==> src/rtl/systolic_pkg.sv <==
// Shared constants, state encoding and a width helper for the weight-stationary systolic array.
package systolic_pkg;

  function automatic int clog2(input int unsigned value);
    int result = 0;
    for (int unsigned p = 1; p < value; p = p << 1) result++;
    return result;
  endfunction

  localparam int DEFAULT_DATA_WIDTH = 8;
  localparam int DEFAULT_ROWS       = 4;
  localparam int DEFAULT_ACC_WIDTH  = 2 * DEFAULT_DATA_WIDTH + clog2(DEFAULT_ROWS);

  typedef enum logic [1:0] {
    ST_LOAD_W  = 2'd0,
    ST_COMPUTE = 2'd1,
    ST_DRAIN   = 2'd2
  } state_t;

endpackage

==> src/rtl/ws_pe.sv <==
// Weight-stationary processing element: holds one weight, forwards its activation right and its partial sum down.
module ws_pe
  import systolic_pkg::*;
#(
  parameter int DATA_WIDTH = DEFAULT_DATA_WIDTH,
  parameter int ACC_WIDTH  = DEFAULT_ACC_WIDTH
) (
  input  logic                         clk,
  input  logic                         reset,
  input  logic                         en,
  input  logic                         w_we,
  input  logic signed [DATA_WIDTH-1:0] w_in,
  input  logic signed [DATA_WIDTH-1:0] act_in,
  input  logic signed [ACC_WIDTH-1:0]  sum_in,
  output logic signed [DATA_WIDTH-1:0] act_out,
  output logic signed [ACC_WIDTH-1:0]  sum_out
);

  logic signed [DATA_WIDTH-1:0]   weight;
  logic signed [2*DATA_WIDTH-1:0] prod;

  assign prod = act_in * weight;

  // Weight writes only happen during the load phase, so they ignore the pipeline enable.
  always_ff @(posedge clk or negedge reset) begin
    if (!reset) weight <= '0;
    else if (w_we) weight <= w_in;
  end

  always_ff @(posedge clk or negedge reset) begin
    if (!reset) begin
      act_out <= '0;
      sum_out <= '0;
    end else if (en) begin
      act_out <= act_in;
      sum_out <= sum_in + ACC_WIDTH'(prod);
    end
  end

endmodule

==> src/rtl/systolic_ws_array.sv <==
// ROWS x COLS weight-stationary matrix-vector engine with input skew, output de-skew,
// a valid/last token pipeline and a load/compute/drain controller.
module systolic_ws_array
  import systolic_pkg::*;
#(
  parameter int ROWS       = 4,
  parameter int COLS       = 4,
  parameter int DATA_WIDTH = DEFAULT_DATA_WIDTH,
  parameter int ACC_WIDTH  = 2 * DATA_WIDTH + clog2(ROWS)
) (
  input  logic                       clk,
  input  logic                       reset,
  input  logic                       w_valid,
  output logic                       w_ready,
  input  logic [COLS*DATA_WIDTH-1:0] w_data,
  input  logic                       a_valid,
  output logic                       a_ready,
  input  logic [ROWS*DATA_WIDTH-1:0] a_data,
  input  logic                       a_last,
  output logic                       y_valid,
  input  logic                       y_ready,
  output logic [COLS*ACC_WIDTH-1:0]  y_data,
  output logic                       y_last,
  output logic                       busy
);

  localparam int L   = ROWS + COLS;
  localparam int WCW = (ROWS > 1) ? clog2(ROWS) : 1;
  localparam logic [WCW-1:0] W_LAST = WCW'(ROWS - 1);

  state_t         state;
  logic [WCW-1:0] w_cnt;
  logic           stall, en, w_fire, a_fire;
  logic [L-1:0]   tok_v, tok_l;

  logic signed [DATA_WIDTH-1:0] row_in [ROWS];
  logic signed [DATA_WIDTH-1:0] act    [ROWS][COLS];
  logic signed [ACC_WIDTH-1:0]  psum   [ROWS][COLS];
  logic signed [ACC_WIDTH-1:0]  col_out[COLS];

  assign stall   = y_valid & ~y_ready;
  assign en      = ~stall;
  assign w_ready = (state == ST_LOAD_W);
  assign a_ready = (state == ST_COMPUTE) & ~stall;
  assign busy    = (state != ST_LOAD_W) | (w_cnt != '0);
  assign w_fire  = w_valid & w_ready;
  assign a_fire  = a_valid & a_ready;
  assign y_valid = tok_v[L-1];
  assign y_last  = tok_l[L-1];

  always_ff @(posedge clk or negedge reset) begin
    if (!reset) begin
      state <= ST_LOAD_W;
      w_cnt <= '0;
    end else begin
      case (state)
        ST_LOAD_W: begin
          if (w_fire) begin
            if (w_cnt == W_LAST) begin
              w_cnt <= '0;
              state <= ST_COMPUTE;
            end else begin
              w_cnt <= w_cnt + 1'b1;
            end
          end
        end
        ST_COMPUTE: if (a_fire && a_last) state <= ST_DRAIN;
        ST_DRAIN:   if (y_valid && y_ready && y_last) state <= ST_LOAD_W;
        default:    state <= ST_LOAD_W;
      endcase
    end
  end

  // Tokens travel alongside the data wavefront; idle cycles shift in a bubble.
  always_ff @(posedge clk or negedge reset) begin
    if (!reset) begin
      tok_v <= '0;
      tok_l <= '0;
    end else if (en) begin
      tok_v <= {tok_v[L-2:0], a_fire};
      tok_l <= {tok_l[L-2:0], a_fire & a_last};
    end
  end

  for (genvar r = 0; r < ROWS; r++) begin : g_row
    logic signed [DATA_WIDTH-1:0] a_in;
    assign a_in = a_fire ? a_data[r*DATA_WIDTH +: DATA_WIDTH] : '0;

    if (r == 0) begin : g_noskew
      assign row_in[r] = a_in;
    end else begin : g_skew
      logic signed [DATA_WIDTH-1:0] sk [r];
      always_ff @(posedge clk or negedge reset) begin
        if (!reset) begin
          for (int unsigned k = 0; k < r; k++) sk[k] <= '0;
        end else if (en) begin
          sk[0] <= a_in;
          for (int unsigned k = 1; k < r; k++) sk[k] <= sk[k-1];
        end
      end
      assign row_in[r] = sk[r-1];
    end

    for (genvar c = 0; c < COLS; c++) begin : g_col
      logic signed [DATA_WIDTH-1:0] act_in;
      logic signed [ACC_WIDTH-1:0]  sum_in;

      if (c == 0) begin : g_act_edge
        assign act_in = row_in[r];
      end else begin : g_act_chain
        assign act_in = act[r][c-1];
      end

      if (r == 0) begin : g_sum_top
        assign sum_in = '0;
      end else begin : g_sum_chain
        assign sum_in = psum[r-1][c];
      end

      ws_pe #(
        .DATA_WIDTH(DATA_WIDTH),
        .ACC_WIDTH (ACC_WIDTH)
      ) u_pe (
        .clk    (clk),
        .reset  (reset),
        .en     (en),
        .w_we   (w_fire && (w_cnt == WCW'(r))),
        .w_in   (w_data[c*DATA_WIDTH +: DATA_WIDTH]),
        .act_in (act_in),
        .sum_in (sum_in),
        .act_out(act[r][c]),
        .sum_out(psum[r][c])
      );
    end
  end

  for (genvar c = 0; c < COLS; c++) begin : g_deskew
    localparam int D = COLS - 1 - c;
    logic signed [ACC_WIDTH-1:0] y_q;

    if (D == 0) begin : g_direct
      assign col_out[c] = psum[ROWS-1][c];
    end else begin : g_dly
      logic signed [ACC_WIDTH-1:0] ds [D];
      always_ff @(posedge clk or negedge reset) begin
        if (!reset) begin
          for (int unsigned k = 0; k < D; k++) ds[k] <= '0;
        end else if (en) begin
          ds[0] <= psum[ROWS-1][c];
          for (int unsigned k = 1; k < D; k++) ds[k] <= ds[k-1];
        end
      end
      assign col_out[c] = ds[D-1];
    end

    always_ff @(posedge clk or negedge reset) begin
      if (!reset) y_q <= '0;
      else if (en) y_q <= col_out[c];
    end

    assign y_data[c*ACC_WIDTH +: ACC_WIDTH] = y_q;
  end

endmodule

==> config.mk <==
export PLATFORM = sky130hd
export DESIGN_NAME = systolic_ws_array
export DESIGN_NICKNAME = d
export VERILOG_FILES = /design/src/rtl/systolic_pkg.sv /design/src/rtl/ws_pe.sv /design/src/rtl/systolic_ws_array.sv
export SDC_FILE = /design/constraint.sdc
export NUM_CORES = 2
export LEC_CHECK = 0
export ABC_AREA = 1
export CORE_ASPECT_RATIO = 0.5
export CORE_MARGIN = 10
export CORE_UTILIZATION = 60
export DETAILED_ROUTE_END_ITERATION = 8
export PLACE_DENSITY = 0.77
export SETUP_SLACK_MARGIN = 0.05
export SLEW_MARGIN = 25
export SYNTH_ARGS = -nofsm -noshare
export SYNTH_HDL_FRONTEND = slang
export SYNTH_HIERARCHICAL = 1
export SYNTH_SLANG_ARGS = --single-unit
==> constraint.sdc <==
create_clock -name clk -period 6.9 [get_ports clk]
set_clock_uncertainty 0.15 [all_clocks]
set_input_delay 1.725 -clock clk [delete_from_list [all_inputs] [get_ports clk]]
set_output_delay 1.725 -clock clk [all_outputs]
set_load 0.05 [all_outputs]
Yosys cells after proc, flatten, opt, wreduce, memory -nomap -nowiden --
Cells that the tools add are included.
Storage, ports and cells: flip-flop bits (word level) 752, latch bits 0, memory bits (writable) 0, bits in read-only memories 0, input bits 70, output and inout bits 77, word-level logic and storage cells 133, memories 0
Cells by class: $add $sub $neg 13, multiply operators 16, divide/modulo/power cells 0, magnitude comparators 0, equality and inequality tests 9, shift-type cells 0, muxes and demuxes 10, bitwise logic cells 8, reductions and logical operators 13
Operators with widths (count):
- $mul 8x8->16 | 16
- $add 18x16->18 | 8
- $add 16x16->17 | 4
- $mux 8 | 4
- $mux 2 | 5
- $logic_and 1x1->1 | 7
- $eq 2x2->1 const B | 3
- $ne 2x1->1 const B | 3
- $pmux 2 s3 | 1
- $and 1x1->1 | 5
- $eq 2x1->1 const B | 2
- $logic_not 2->1 | 2
- $reduce_and 4->1 | 1
- $reduce_bool 2->1 | 2
- $add 2x1->2 const B | 1
- $ne 2x2->1 const B | 1
- $not 1->1 | 2
- $reduce_and 2->1 | 1
- $or 1x1->1 | 1

Depth between registers and ports, before layout --
depth in word-level cells 8, mapped depth 27, depth with buffers taken out 24

By module --
Netlist, hierarchy kept.
By module, submodules not included:
- ws_pe (g_row[1].g_col[0].u_pe ...) | times used 9, cells an instance 579, area each 4783.3 µm², seq. area each 850.8 µm²
- ws_pe (g_row[0].g_col[0].u_pe ...) | times used 3, cells an instance 604, area each 4852.2 µm², seq. area each 850.8 µm²
- systolic_ws_array | times used 1, cells an instance 1066, area each 9804.4 µm², seq. area each 6206.0 µm²
- ws_pe (g_row[3].g_col[2].u_pe ...) | times used 2, cells an instance 610, area each 4878.4 µm², seq. area each 850.8 µm²
- ws_pe (g_row[0].g_col[1].u_pe) | times used 1, cells an instance 606, area each 4862.2 µm², seq. area each 850.8 µm²
- ws_pe (g_row[3].g_col[1].u_pe) | times used 1, cells an instance 575, area each 4770.8 µm², seq. area each 850.8 µm²

Worst setup path before layout --
OpenSTA, ideal clock, no wires.
path kind in2reg, from in y_ready, to reg g_row[0].g_col[0].u_pe.sum_out[13], library setup time 118 ps, arrival 6318 ps, required time 6632 ps, path slack 314 ps, stages on the path 23, buffers on the path 2, cell sequence inv_2 > nand2_2 > nand3_2 > buf_2 > nor2_1 > clkbuf_1 > or2_2 > fa_1 > fa_1 > inv_1 > fa_1 > fa_1 > fa_1 > ha_1 > nand2_1 > inv_1 > nand2_2 > nand2_1 > nand2_1 > nand3b_1 > or2_1 > nand3_1 > nand2_1
On the way: longest elaborated chain between the ends 7
Ends and longest elaborated chain:
- start: declaration | RTL line systolic_ws_array.sv:21 | input logic y_ready,
- $not 1->1 | RTL line systolic_ws_array.sv:41 | assign stall = y_valid & ~y_ready;
- $and 1x1->1 | RTL line systolic_ws_array.sv:41
- $not 1->1 | RTL line systolic_ws_array.sv:44 | assign a_ready = (state == ST_COMPUTE) & ~stall;
- $and 1x1->1 | RTL line systolic_ws_array.sv:44
- $and 1x1->1 | RTL line systolic_ws_array.sv:47 | assign a_fire = a_valid & a_ready;
- $mux 8 | RTL line systolic_ws_array.sv:87 | assign a_in = a_fire ? a_data[r*DATA_WIDTH +: DATA_WIDTH] : '0;
- named net g_row[0].a_in[0] | RTL line systolic_ws_array.sv:86 | logic signed [DATA_WIDTH-1:0] a_in;
- $mul 8x8->16 | RTL line ws_pe.sv:22 | assign prod = act_in * weight;
- end signal: assignment | RTL line ws_pe.sv:36 | sum_out <= sum_in + ACC_WIDTH'(prod);
- end: declaration | RTL line ws_pe.sv:16 | output logic signed [ACC_WIDTH-1:0] sum_out
The timed path passes the listed nets, and every way through them passes these cells. A chain may end at the register's enable or synchronous reset.

Worst setup path after layout --
Ends and elaborated chain as after synthesis.

==> metrics <==
postcts setup bufs=0; Mapped Area=0.0856 mm²; initial drt markers=4717; critical hold path startpoint=g_row[2].g_skew.sk[14]$_DFFE_PN0N_; RSZ-0062 raised after global routing=no; Slew @ Worst Pin=1.04 ns; H-tree levels=3; Post-Route WL=192000 µm; gpl congestion=0.900; crit-path max FO=9; WL per Instance=15.7 µm; via count=63500; WHS Endpoint=g_row[2].g_col[0].act_in[6]$_DFFE_PN0N_; global-route wire length before repair=328000 µm; Worst R2R End=g_row[0].g_col[2].u_pe/sum_out[17]$_DFFE_PN0P_; outcome=finished, final reports clean; Worst EP arrival=6.77 ns; vias per cell=5.17; detailed placement HPWL=154000 µm; Hold Buf Count CTS=0; pin count of the biggest net entering global routing=177; CTS Buffer Depth=3; initial antenna violation count=5; clock root buffer=clkbuf_16; HP Class=flop to flop; Worst path slowest cell=fa_1; reg2reg setup slack=1.60 ns; die width=554 µm; Hold Vio Cnt, Final=0; Placement Setup Slack=-0.158 ns; Clk pin slew, worst setup/hold paths=0.06 ns; 1st-pass router iterations=6; post-detailed-route count of antenna-violating nets=0; RR Startpoint=g_row[0].g_col[1].u_pe/act_out[7]$_DFFE_PN0P_; Synthesis Warnings=6; CP Class=input port to flop; CP Launch Type=input port; port bufs=146; CP bufs+invs=4; CORE AREA=0.141 mm²; Final WS setup=0.567 ns; Rel. slew slack=30.6%; synthesis-to-finish area growth=6.88%; final-stage net count=12300; final setup violation count=0; TritonCTS buffer count=77; TritonCTS clock tree=yes; Overflow after GRT=0; row cnt=97; crit share post-route=91.8%; hold depth=2; largest stage delay on the critical path=0.54 ns; # IOs=147; fin. max-slew vios=0; vias in the first global route=65600; DRC viols=0; WP data required=7.34 ns; CTS resizes=0; worst r2r path cells=18; layout cells sized above 1=4.54%; Tmin final=6.33 ns; top achievable clock speed=0.158 GHz; worst-path cell chain=clkdlybuf4s50_1 > inv_6 > nand2_8 > nand3_2 > buf_12 > nor2_1 > or2_2 > fa_1 > fa_1 > inv_1 > fa_1 > fa_1 > fa_1 > ha_1 > a21oi_1 > nand2_1 > nand2_1 > nand3b_1 > or2_1 > nand3_1 > nand2_1; # clock sinks=760; Worst setup EP type=flop; Avg Cell Area, Syn=8.26 µm²; critical path's most frequent cell=fa_1; Cells after Synth=10400; Max Cap Violations=0; die area=0.159 mm²; GR Util All Layers=24.7%; Initial Util=60.8%; Die H=287 µm; worst skew pair latency=0.70 ns; delay-heaviest family, CP=adder cells
## area by class of cell
type	count	area, µm²
diodes	4	10.0
clock buffers	96	2150
clock inverters	44	637
fillers	11600	49400
inverters	2438	9160
multi-input cells	6830	56000
flip-flops and latches	760	19000
well taps	1881	2350
repair buffers	216	2160
## layout by cell type (no fill, tap or decap), drive strengths merged, types with 26 or more instances in the layout
cell / count
nand2: 3082
inv: 2444
fa: 1280
dfrtp: 760
ha: 676
nand3: 510
nor2: 368
o21ai: 216
a21oi: 166
clkdlybuf4s50: 145
mux2: 112
xnor2: 102
clkbuf: 96
conb: 80
buf: 71
nand4: 62
o21bai: 51
or2: 41
a31oi: 26
## sequential cells by signal, indices dropped and copies added (netlist names)
signal	cells
tok_v	8
g_row.g_col.u_pe/weight	128
g_row.g_col.u_pe/sum_out	288
tok_l	8
g_row.g_col.u_pe/act_out	96
g_deskew.y_q	72
g_deskew.g_dly.ds	72
g_row.g_skew.sk	24
g_row.g_col.act_in	24
state	2
w_cnt	2
col_out	36
## per-stage QoR
step	hold slack, ns	util (%)	instances	instance area, µm²	setup TNS, ns
CTS	0.320	65.0	12300	91500	0
finish	0.320	65.0	12300	91500	0
detailed placement	0.303	63.0	12100	88700	-1.09
global route	0.338	65.0	12300	91500	0
global placement	0.302	63.0	12100	88700	-0.721
floorplan	0.273	-	10400	85900	0
## worst max path at each step
stage / startpoint / endpoint / slack (ns) / cells after the start
3_5_place_dp: y_ready / g_row[0].g_col[0].u_pe/sum_out[13]$_DFFE_PN0P_ / -0.16 / 23
6_report: y_ready / g_row[0].g_col[0].u_pe/sum_out[13]$_DFFE_PN0P_ / 0.57 / 21
3_3_place_gp: y_ready / g_row[0].g_col[0].u_pe/sum_out[14]$_DFFE_PN0P_ / -0.13 / 20
4_1_cts: y_ready / g_row[0].g_col[0].u_pe/sum_out[12]$_DFFE_PN0P_ / 0.59 / 20
2_1_floorplan: y_ready / g_row[0].g_col[0].u_pe/sum_out[13]$_DFFE_PN0P_ / 0.31 / 23
5_1_grt: y_ready / g_row[0].g_col[0].u_pe/sum_out[12]$_DFFE_PN0P_ / 0.28 / 20
## tightest hold or removal path, cell delays in order, from the launching register on
cell,delay [ns]
dfrtp_1,0.34
nand2_1,0.05
nand2_1,0.04
## layer usage
layer	part of all wire [%]	GRT usage (%)
met5	0.010	0
met4	2.3	5.51
met3	6.1	4.05
met2	47	40.7
met1	45	34.7
Power is left out: the tool's default activity adds up to more than one toggle a clock period on the data nets, which glitch-free logic cannot reach.
